[src/rtl/cmp_result_blinker.sv]
`default_nettype none
// +----------------------------------------------------------------------------+
// | Module   : cmp_result_blinker                                              |
// | Purpose  : Plays one {eq,gt,lt} comparator result as an LED blink code     |
// |            (eq=1, gt=2, lt=3, malformed=4 blinks with sticky err).         |
// | Revision : 1.0 - initial release                                           |
// +----------------------------------------------------------------------------+
module cmp_result_blinker #(
  parameter int TICK_DIV  = 12000000,
  parameter int ON_TICKS  = 1,
  parameter int OFF_TICKS = 1,
  parameter int GAP_TICKS = 3
) (
  input  logic clk,
  input  logic rst,
  input  logic eq,
  input  logic gt,
  input  logic lt,
  input  logic in_valid,
  output logic in_ready,
  output logic led,
  output logic busy,
  output logic done,
  output logic err
);

  localparam int c_PRESC_W = (TICK_DIV > 1) ? $clog2(TICK_DIV) : 1;
  localparam int c_PHASE_MAX_A = (ON_TICKS > OFF_TICKS) ? ON_TICKS : OFF_TICKS;
  localparam int c_PHASE_MAX = (c_PHASE_MAX_A > GAP_TICKS) ? c_PHASE_MAX_A : GAP_TICKS;
  localparam int c_PHASE_W = (c_PHASE_MAX > 1) ? $clog2(c_PHASE_MAX) : 1;

  typedef enum logic [1:0] {
    S_IDLE = 2'd0,
    S_ON   = 2'd1,
    S_OFF  = 2'd2,
    S_GAP  = 2'd3
  } state_t;

  state_t                 r_state;
  logic [c_PRESC_W-1:0]   r_presc;
  logic [c_PHASE_W-1:0]   r_phase;
  logic [2:0]             r_remain;
  logic                   r_led;
  logic                   r_done;
  logic                   r_err;

  logic                   w_tick;
  logic [c_PHASE_W-1:0]   w_limit;
  logic                   w_phase_end;

  assign w_tick = (r_presc == c_PRESC_W'(TICK_DIV - 1));

  // Last tick index of whichever phase is currently running.
  always_comb begin
    w_limit = '0;
    case (r_state)
      S_ON:    w_limit = c_PHASE_W'(ON_TICKS - 1);
      S_OFF:   w_limit = c_PHASE_W'(OFF_TICKS - 1);
      S_GAP:   w_limit = c_PHASE_W'(GAP_TICKS - 1);
      default: w_limit = '0;
    endcase
  end

  assign w_phase_end = w_tick && (r_phase == w_limit);

  always_ff @(posedge clk or posedge rst) begin
    if (rst) begin
      r_state  <= S_IDLE;
      r_presc  <= '0;
      r_phase  <= '0;
      r_remain <= '0;
      r_led    <= 1'b0;
      r_done   <= 1'b0;
      r_err    <= 1'b0;
    end else begin
      r_done <= 1'b0;
      if (r_state != S_IDLE) begin
        r_presc <= w_tick ? '0 : r_presc + c_PRESC_W'(1);
        if (w_tick) begin
          r_phase <= w_phase_end ? '0 : r_phase + c_PHASE_W'(1);
        end
      end
      case (r_state)
        S_IDLE: begin
          r_led <= 1'b0;
          if (in_valid) begin
            r_state <= S_ON;
            r_led   <= 1'b1;
            r_presc <= '0;
            r_phase <= '0;
            case ({eq, gt, lt})
              3'b100:  begin r_remain <= 3'd1; r_err <= 1'b0; end
              3'b010:  begin r_remain <= 3'd2; r_err <= 1'b0; end
              3'b001:  begin r_remain <= 3'd3; r_err <= 1'b0; end
              default: begin r_remain <= 3'd4; r_err <= 1'b1; end
            endcase
          end
        end
        S_ON: begin
          if (w_phase_end) begin
            r_led   <= 1'b0;
            r_state <= (r_remain > 3'd1) ? S_OFF : S_GAP;
          end
        end
        S_OFF: begin
          if (w_phase_end) begin
            r_led    <= 1'b1;
            r_state  <= S_ON;
            r_remain <= r_remain - 3'd1;
          end
        end
        S_GAP: begin
          if (w_phase_end) begin
            r_state <= S_IDLE;
            r_done  <= 1'b1;
          end
        end
        default: begin
          r_state <= S_IDLE;
          r_led   <= 1'b0;
        end
      endcase
    end
  end

  assign busy     = (r_state != S_IDLE);
  assign in_ready = !busy;
  assign led      = r_led;
  assign done     = r_done;
  assign err      = r_err;

endmodule
`default_nettype wire

[config.mk]
export PLATFORM = sky130hd
export DESIGN_NAME = cmp_result_blinker
export DESIGN_NICKNAME = d
export VERILOG_FILES = /design/src/rtl/cmp_result_blinker.sv
export SDC_FILE = /design/constraint.sdc
export NUM_CORES = 1
export LEC_CHECK = 0
export ABC_AREA = 0
export BUFFER_PORTS_ARGS = -buffer_cell sky130_fd_sc_hd__buf_2
export CELL_PAD_IN_SITES_DETAIL_PLACEMENT = 1
export CELL_PAD_IN_SITES_GLOBAL_PLACEMENT = 1
export CORE_MARGIN = 2
export CORE_UTILIZATION = 40
export CTS_CLUSTER_DIAMETER = 200
export DETAILED_ROUTE_END_ITERATION = 10
export PLACE_DENSITY = 0.78
export SLEW_MARGIN = 30
export SYNTH_ARGS = -nofsm -noshare
export SYNTH_HDL_FRONTEND = slang
export SYNTH_SLANG_ARGS = --single-unit
[constraint.sdc]
create_clock -name clk -period 4.01 [get_ports clk]
set_input_delay 1.0025 -clock clk [delete_from_list [all_inputs] [get_ports clk]]
set_output_delay 1.0025 -clock clk [all_outputs]
set_load 0.05 [all_outputs]
==> impl_metrics.env, run 1 <==
export IMPL_grt_max_degree=22
export IMPL_initial_core_util=0.415
export IMPL_min_to="r_presc[17]"
export IMPL_die_area_um2=5930
export IMPL_flow_area_growth_from_synthesis_pct=10.0
export IMPL_cts_setup_buffers=0
export IMPL_hold_viol_final=0
export IMPL_yosysTopAreaCell="dfrtp_1"
export IMPL_nFillCells=624
export IMPL_crit_path_top_delay_cell="ha_1"
export IMPL_rsz0062_at_grt="false"
export IMPL_timing_reg2reg_worst_path_depth=6
export IMPL_cts_inserted_buffers=5
export IMPL_maxSlewViolCount=0
export IMPL_worstSetupStartpointType="flip-flop"
export IMPL_routed_wl_mm=5.13
export IMPL_clk_insertion_delay_late_ns=0.29
export IMPL_relSlewSlack=0.439
export IMPL_die_y_um=77.0
export IMPL_ctsResizeCount=0
export IMPL_nNetsFinal=259
export IMPL_yosysMostFrequentCell="dfrtp_1"
export IMPL_cts_hold_buf=0
export IMPL_synth_cell_area_um2=2130
export IMPL_wire_per_inst_um=16.2
export IMPL_synth_edf_count=0
export IMPL_hpwl_mm=3.72
export IMPL_async_flop_share=1.00
export IMPL_globalplace_congestion=0.735
export IMPL_drc=0
export IMPL_viasPerCell=5.64
export IMPL_synth_cell_type_count=48
export IMPL_hp_start="r_presc[17]"
export IMPL_grt_pass1_vias=1865
export IMPL_synth_avg_cell_area_um2=9.04
export IMPL_finalSetupTns_ns=0
export IMPL_worstPathMaxFanout=18
export IMPL_first_pass_iters=4
export IMPL_arrival_ns=1.85
export IMPL_multi_input_area_um2=1200
export IMPL_ys_warn_count=0
export IMPL_htree_levels=2
export IMPL_p_per_area_nw_per_um2=268
export IMPL_row_count=26
export IMPL_num_antenna_cells=0
export IMPL_rrSetupSlack_ns=1.59
export IMPL_power_switching_w=0.000140
export IMPL_coreArea_um2=5140
export IMPL_maxCapViolations=0
export IMPL_grt_overflow=0
export IMPL_r2r_start="r_presc[0]"
export IMPL_path_class="reg2out"
export IMPL_fmax_mhz=350
export IMPL_ff_latch_area_um2=851
export IMPL_hold_path_class="reg2reg"
export IMPL_numPortBuffers=10
export IMPL_grt_usage=0.189
export IMPL_worst_ep_required_time_ns=3.01
export IMPL_drive_gt1_frac=0.126
export IMPL_dp_cells=308
export IMPL_vias=1781
export IMPL_antenna_left=0
export IMPL_combPwrFrac=0.036
export IMPL_power_share_sequential=0.547
export IMPL_tightest_slew_ns=0.840
export IMPL_post_route_min_period_ns=2.85
export IMPL_hold_slack_ns=0.498
export IMPL_antenna_found_initial=0
export IMPL_period_share=0.712
export IMPL_clockRootBuffer="clkbuf_8"
export IMPL_syn_instance_count=236
export IMPL_clkPwrFrac=0.417
export IMPL_fin_util=0.457
export IMPL_yosys_register_bits=34
export IMPL_clock_sinks=34
export IMPL_switching_share=0.223
export IMPL_syn_num_nets=250
export IMPL_synthTopCellsByCount="dfrtp_1 (34), nand2_1 (23), nor2_1 (16)"
export IMPL_drtIter0Drc=79
export IMPL_seq_area_frac_synth=0.399
export IMPL_die_w_um=77.0
export IMPL_worst_setup_path_end_kind="primary output"
export IMPL_synth_ff_type="dfrtp_1"
export IMPL_clkTransAtPathRegs_ns=0.07
export IMPL_fin_skew_ns=0.00499
export IMPL_p_int_w=0.000488
export IMPL_vdd_drop_max_uv=115
export IMPL_max_stage_delay_ns=0.60
export IMPL_fin_area_um2=2350
export IMPL_path_cells="inv_1 > ha_1 > inv_2 > buf_2"
export IMPL_boundaryPins=11
export IMPL_worstReg2RegEnd="r_presc[12]"
export IMPL_p_leak_nw=0.941
export IMPL_min_path_cells=1
export IMPL_instances_no_fill=316
export IMPL_cts_tree="done"
export IMPL_grt_pass1_wl_mm=9.03
export IMPL_yosysTopAreaCellShare=0.399
export IMPL_finalSetupViolations=0
export IMPL_synth_area_top_cells="dfrtp_1 (40%), ha_1 (4.7%), nand2_1 (4.0%)"
export IMPL_outcome="complete, no violations"
export IMPL_postPlaceCellArea_um2=2250
export IMPL_clock_path_buffers=2
## placed cells by master, fill, tap and decap left out, types with 8 or more instances in the layout
| cell type | count |
|---|---|
| nand4_1 | 8 |
| inv_1 | 10 |
| a21oi_1 | 12 |
| o22ai_1 | 9 |
| xor2_1 | 8 |
| nand3_1 | 8 |
| ha_1 | 8 |
| o21ai_0 | 15 |
| buf_2 | 10 |
| nand2_1 | 23 |
| nor2_1 | 16 |
| dfrtp_1 | 34 |
## critical path, delay by kind of cell (launching register included)
kind	cells	cell delay, ns
fa+ha+maj	1	0.60
buf+inv	3	0.55
flops	1	0.42
## cell families after synthesis
group	synth area share
compound gates	0.164
xor+xnor	0.0616
fa+ha+maj	0.0469
buf+inv	0.0399
flops	0.399
mux	0.0352
simple gates	0.254
## worst max-delay path by stage
stage,startpoint,slack (ns),cells past startpoint,to
final,r_state[0],1.16,4,busy
after global routing,r_state[0],1.05,4,busy
after CTS,r_state[0],1.15,4,busy
after detailed placement,r_state[0],1.46,4,busy
after global placement,r_state[0],1.52,4,busy
after floorplan,r_state[0],1.72,3,busy
## area by class of cell
| cell class | instances | area share |
|---|---|---|
| Timing Repair Buffer | 13 | 0.0309 |
| Tap cell | 70 | 0.0373 |
| Inverter | 11 | 0.0176 |
| Clock buffer | 7 | 0.0368 |
| Sequential cell | 34 | 0.362 |
| Clock inverter | 1 | 0.00213 |
| Multi-Input combinational cell | 180 | 0.513 |
## power by group through the flow
stage	sequential (W)	clock (W)	combinational, W
after floorplan	0.000352	0	0.0000128
after global placement	0.000350	0	0.0000231
after detailed placement	0.000350	0	0.0000234
after CTS	0.000343	0.000272	0.0000234
after global routing	0.000343	0.000287	0.0000258
final	0.000344	0.000262	0.0000227
## flip-flops by register name (all words and copies together) (netlist names)
signal    cells
r_state       2
done          1
r_phase       2
r_presc      24
r_remain      3
err           1
led           1
## routing by layer
layer / up-vias / GRT usage / share of wire
met5: - / 0 / 0
met4: 0 / 0.0429 / 0.010
met3: 8 / 0.0365 / 0.030
met2: 21 / 0.321 / 0.48
met1: 875 / 0.251 / 0.48
li1: 877 / - / -
## per-stage QoR
stage,worst slack (ns),total power [W]
finish,1.16,0.000629
global route,1.05,0.000657
CTS,1.15,0.000639
detailed placement,1.46,0.000374
global placement,1.52,0.000373
floorplan,1.72,0.000365
Power figures use the tool's default switching activity.
==> inputs of run 2 (changes only) <==
ABC_AREA = 1   (was 0)
PLACE_DENSITY = 0.85   (was 0.78)
clock period = 2.6 ns   (was 4.01 ns; I/O delays follow)
==> impl_metrics.env, run 2 <==
export IMPL_drtIter0Drc=108
export IMPL_die_area_um2=6300
export IMPL_worstPathMaxFanout=5
export IMPL_globalplace_congestion=0.823
export IMPL_p_total_w=0.00192
export IMPL_synth_cell_type_count=27
export IMPL_largest_register_ff_count=24
export IMPL_synth_avg_cell_area_um2=6.65
export IMPL_antenna_left=0
export IMPL_synth_cell_area_um2=2270
export IMPL_nFillCells=727
export IMPL_worstSetupStartpointType="flip-flop"
export IMPL_drc=0
export IMPL_top_regs="r_presc: 24 flops, r_remain: 3 flops"
export IMPL_p_leak_nw=1.23
export IMPL_synth_ff_type="dfrtp_1"
export IMPL_grt_max_degree=35
export IMPL_nNetsFinal=373
export IMPL_cts_setup_buffers=0
export IMPL_outcome="complete, no violations"
export IMPL_maxSlewViolCount=0
export IMPL_finalSetupViolations=0
export IMPL_ys_warn_count=0
export IMPL_syn_instance_count=342
export IMPL_die_y_um=79.4
export IMPL_combPwrFrac=0.428
export IMPL_layout_common_cells="nand2_1 (124), inv_1 (38), nor2_1 (38), nand3_1 (38), dfrtp_1 (34)"
export IMPL_grt_overflow=0
export IMPL_boundaryPins=11
export IMPL_ctsResizeCount=0
export IMPL_cts_tree="done"
export IMPL_initial_core_util=0.413
export IMPL_hold_path_class="in2async"
export IMPL_finalSetupTns_ns=0
export IMPL_first_pass_iters=4
export IMPL_maxCapViolations=0
export IMPL_row_count=27
export IMPL_syn_num_nets=356
export IMPL_relSlewSlack=0.696
export IMPL_grt_usage=0.218
export IMPL_flow_area_growth_from_synthesis_pct=10.3
export IMPL_drive_gt1_frac=0.100
export IMPL_die_w_um=79.4
export IMPL_tightest_slew_ns=0.456
export IMPL_fmax_mhz=478
export IMPL_worst_setup_path_end_kind="primary output"
export IMPL_yosys_register_bits=34
export IMPL_num_antenna_cells=0
export IMPL_fin_area_um2=2510
export IMPL_viasPerCell=5.07
export IMPL_period_share=0.805
export IMPL_grt_pass1_wl_mm=10.7
export IMPL_p_per_area_nw_per_um2=765
export IMPL_synth_area_top_cells="dfrtp_1 (37%), nand2_1 (20%), nand3_1 (8.4%)"
export IMPL_async_flop_share=1.00
export IMPL_regMostFlops="r_presc"
export IMPL_grt_pass1_vias=2243
export IMPL_synth_edf_count=0
export IMPL_cts_inserted_buffers=5
export IMPL_yosysMostFrequentCell="nand2_1"
export IMPL_postPlaceCellArea_um2=2420
export IMPL_power_switching_w=0.000863
export IMPL_routed_wl_mm=6.21
export IMPL_post_route_min_period_ns=2.09
export IMPL_hold_viol_final=0
export IMPL_clock_sinks=34
export IMPL_clk_insertion_delay_late_ns=0.29
export IMPL_rsz0062_at_grt="false"
export IMPL_path_class="reg2out"
export IMPL_arrival_ns=1.44
export IMPL_hpwl_mm=4.70
export IMPL_worst_ep_required_time_ns=1.95
export IMPL_power_share_sequential=0.355
export IMPL_yosysTopAreaCell="dfrtp_1"
export IMPL_cts_hold_buf=0
export IMPL_htree_levels=2
export IMPL_final_common_cell="nand2_1"
export IMPL_yosysTopAreaCellShare=0.374
export IMPL_numPortBuffers=10
export IMPL_synthTopCellsByCount="nand2_1 (124), inv_1 (38), nand3_1 (38), nor2_1 (38), dfrtp_1 (34)"
export IMPL_vias=2192
export IMPL_fin_skew_ns=0.00950
export IMPL_antenna_found_initial=0
export IMPL_vdd_drop_max_uv=555
export IMPL_clock_path_buffers=2
export IMPL_coreArea_um2=5510
export IMPL_clkPwrFrac=0.217
export IMPL_seq_area_frac_synth=0.374
export IMPL_p_int_w=0.00105
export IMPL_switching_share=0.450
export IMPL_clockRootBuffer="clkbuf_8"
export IMPL_wire_per_inst_um=14.4
export IMPL_clkTransAtPathRegs_ns=0.08
[run 2: worst paths after layout]
| check | from | end | slack (ns) | cells past startpoint |
|---|---|---|---|---|
| max in group asynchronous | rst | r_presc[22] | 1.82 | 3 |
| min | rst | r_presc[23] | 0.46 | 3 |
| max | r_state[0] | busy | 0.51 | 4 |
| min in group clk | err | err | 0.49 | 2 |
| max reg2reg | r_state[0] | r_remain[0] | 0.76 | 9 |
| min reg2reg | err | err | 0.49 | 2 |
[run 2: power groups by stage]
stage	Clock, W	Combinational, W	Sequential, W
2_1_floorplan	0	0.000563	0.000725
3_3_place_gp	0	0.000792	0.000684
4_1_cts	0.000427	0.000827	0.000682
5_1_grt	0.000450	0.000918	0.000692
3_5_place_dp	0	0.000817	0.000692
6_report	0.000416	0.000820	0.000682
[run 2: cell families after synthesis]
| logic type | count (synthesis) | synth area share |
|---|---|---|
| buffers and inverters | 44 | 0.0765 |
| flip-flops | 34 | 0.374 |
| AND/OR/NAND/NOR | 220 | 0.409 |
| XOR/XNOR | 7 | 0.0270 |
| adder cells (fa/ha/maj) | 8 | 0.0440 |
| AO/OA/AOI/OAI | 29 | 0.0693 |
[run 2: layout make-up]
cell class,count,area [um^2],share of cell area
Clock buffer,7,86.3,0.0344
Clock inverter,1,5.00,0.00200
Inverter,41,154,0.0614
Multi-Input combinational cell,264,1250,0.498
Sequential cell,34,851,0.339
Tap cell,72,90.1,0.0359
Timing Repair Buffer,13,72.6,0.0289
[run 2: per-layer routing]
layer	vias up	track usage	wire, um
met5	-	0	0
met4	0	0.0500	26
met3	4	0.0305	158
met2	21	0.376	2970
met1	1054	0.290	3060
li1	1113	-	-
[run 2: metrics by stage]
stage | utilization | hold WS (ns) | cells | setup WS (ns)
global route | 0.455 | 0.514 | 432 | 0.430
detailed placement | 0.439 | 0.469 | 424 | 0.766
CTS | 0.455 | 0.468 | 432 | 0.493
floorplan | - | 0.464 | 342 | 0.550
global placement | 0.439 | 0.467 | 424 | 0.873
finish | 0.455 | 0.458 | 432 | 0.507
[run 2: critical path, stage by stage, from the launching register on]
cell and delay [ns]:
dfrtp_1 0.42, inv_1 0.10, ha_1 0.28, inv_1 0.10
buf_2 0.26
==> inputs of run 3 (changes only) <==
ABC_AREA = 0   (was 1)
PLACE_DENSITY = 0.81   (was 0.85)
clock period = 1.9 ns   (was 2.6 ns; I/O delays follow)
==> impl_metrics.env, run 3 (synthesized netlist as in run 1, its figures left out) <==
export IMPL_boundaryPins=11
export IMPL_final_common_cell="buf_4"
export IMPL_cts_inserted_buffers=5
export IMPL_fin_ws_ns=-0.0330
export IMPL_top_regs="r_presc: 24 flops, r_remain: 3 flops"
export IMPL_outcome="finished with violations"
export IMPL_relSlewSlack=0.700
export IMPL_cts_tree="done"
export IMPL_worst_setup_path_end_kind="flip-flop"
export IMPL_power_share_sequential=0.443
export IMPL_power_switching_w=0.000334
export IMPL_cts_hold_buf=0
export IMPL_finalSetupViolations=2
export IMPL_worstSetupStartpointType="flip-flop"
export IMPL_path_class="reg2reg"
export IMPL_p_leak_nw=1.19
export IMPL_grt_pass1_vias=2101
export IMPL_hold_path_class="in2async"
export IMPL_multi_input_area_um2=1300
export IMPL_clock_sinks=34
export IMPL_fin_util=0.548
export IMPL_arrival_ns=2.11
export IMPL_postPlaceCellArea_um2=2540
export IMPL_numPortBuffers=10
export IMPL_nNetsFinal=301
export IMPL_post_route_min_period_ns=1.93
export IMPL_switching_share=0.205
export IMPL_viasPerCell=5.72
export IMPL_fmax_mhz=517
export IMPL_ff_latch_area_um2=852
export IMPL_dp_slack_ns=-0.0293
export IMPL_hpwl_mm=4.39
export IMPL_drtIter0Drc=87
export IMPL_grt_max_degree=35
export IMPL_clock_path_buffers=2
export IMPL_p_per_area_nw_per_um2=580
export IMPL_worst_ep_required_time_ns=2.08
export IMPL_die_area_um2=5930
export IMPL_period_share=1.02
export IMPL_clk_insertion_delay_late_ns=0.30
export IMPL_worstPathMaxFanout=3
export IMPL_flow_area_growth_from_synthesis_pct=32.1
export IMPL_vdd_drop_max_uv=333
export IMPL_routed_wl_mm=6.60
export IMPL_first_pass_iters=4
export IMPL_largest_register_ff_count=24
export IMPL_clkPwrFrac=0.526
export IMPL_num_antenna_cells=0
export IMPL_clkTransAtPathRegs_ns=0.07
export IMPL_grt_pass1_wl_mm=10.9
export IMPL_die_y_um=77.0
export IMPL_fin_area_um2=2820
export IMPL_drive_gt1_frac=0.316
export IMPL_drc=0
export IMPL_clockRootBuffer="clkbuf_8"
export IMPL_fin_skew_ns=0.00866
export IMPL_p_total_w=0.00163
export IMPL_grt_overflow=0
export IMPL_coreArea_um2=5140
export IMPL_regMostFlops="r_presc"
export IMPL_combPwrFrac=0.031
export IMPL_initial_core_util=0.415
export IMPL_grt_usage=0.236
export IMPL_p_int_w=0.00130
export IMPL_maxCapViolations=0
export IMPL_row_count=26
export IMPL_violations="negative setup slack"
export IMPL_globalplace_congestion=0.806
export IMPL_path_cells="and4b_1 > nand4_1 > nor4_4 > buf_4 > o21bai_1 > mux2_2"
export IMPL_rsz0062_at_grt="true"
export IMPL_tightest_slew_ns=0.450
export IMPL_crit_path_top_delay_cell="dfrtp_1"
export IMPL_layout_common_cells="buf_4 (45), dfrtp_1 (33), nand2_1 (22)"
export IMPL_nFillCells=621
export IMPL_hold_viol_final=0
export IMPL_htree_levels=2
export IMPL_die_w_um=77.0
export IMPL_antenna_left=0
export IMPL_hold_slack_ns=0.263
export IMPL_antenna_found_initial=0
export IMPL_maxSlewViolCount=0
export IMPL_wire_per_inst_um=18.4
export IMPL_max_stage_delay_ns=0.39
export IMPL_vias=2049
[run 3: metal layers]
metal,part of all wire,track usage,vias up
met5,0,0,-
met2,0.53,0.439,35
met4,0.013,0.0607,0
met1,0.43,0.283,1042
li1,-,-,964
met3,0.028,0.0353,8
[run 3: cell type report]
class / instances / share of cell area
Clock buffer: 6 / 0.0293
Inverter: 11 / 0.0155
Multi-Input combinational cell: 180 / 0.460
Clock inverter: 2 / 0.0213
Timing Repair Buffer: 55 / 0.141
Tap cell: 70 / 0.0311
Sequential cell: 34 / 0.302
[run 3: worst paths after layout]
| path | startpoint | end | slack (ns) | depth (start not counted) |
|---|---|---|---|---|
| max in group asynchronous | rst | r_presc[12] | 1.30 | 3 |
| hold / removal | rst | r_presc[7] | 0.26 | 3 |
| setup reg to reg | r_presc[22] | led | -0.03 | 6 |
| setup / recovery | r_presc[22] | led | -0.03 | 6 |
| min in group clk | r_presc[21] | r_presc[21] | 0.50 | 1 |
| hold reg to reg | r_presc[21] | r_presc[21] | 0.50 | 1 |
[run 3: power by group through the flow]
stage | clock network [W] | logic (W) | registers [W]
detailed placement | 0 | 0.0000513 | 0.000739
global route | 0.000909 | 0.0000569 | 0.000725
finish | 0.000859 | 0.0000507 | 0.000725
floorplan | 0 | 0.0000270 | 0.000743
CTS | 0.000871 | 0.0000519 | 0.000725
global placement | 0 | 0.0000496 | 0.000739
[run 3: worst max-delay path: cells and delay by family (launching register included)]
kind            cells  cell delay (ns)
simple gates        3             0.90
flops               1             0.39
compound gates      1             0.07
mux                 1             0.28
buf+inv             1             0.18
[run 3: through the flow]
stage | TNS [ns] | instances
finish | -0.0612 | 358
global route | -0.350 | 358
CTS | -0.0113 | 355
detailed placement | -0.0472 | 345
global placement | 0 | 345
floorplan | -0.0678 | 236
[run 3: timing repair]
action | in CTS | in global routing
endpoints found under the setup margin | 6 | 21
pin swaps | 3 | 4
endpoints found under the hold margin | 0 | 0
gates resized for setup | 6 | 18
buffers inserted | 2 | 3
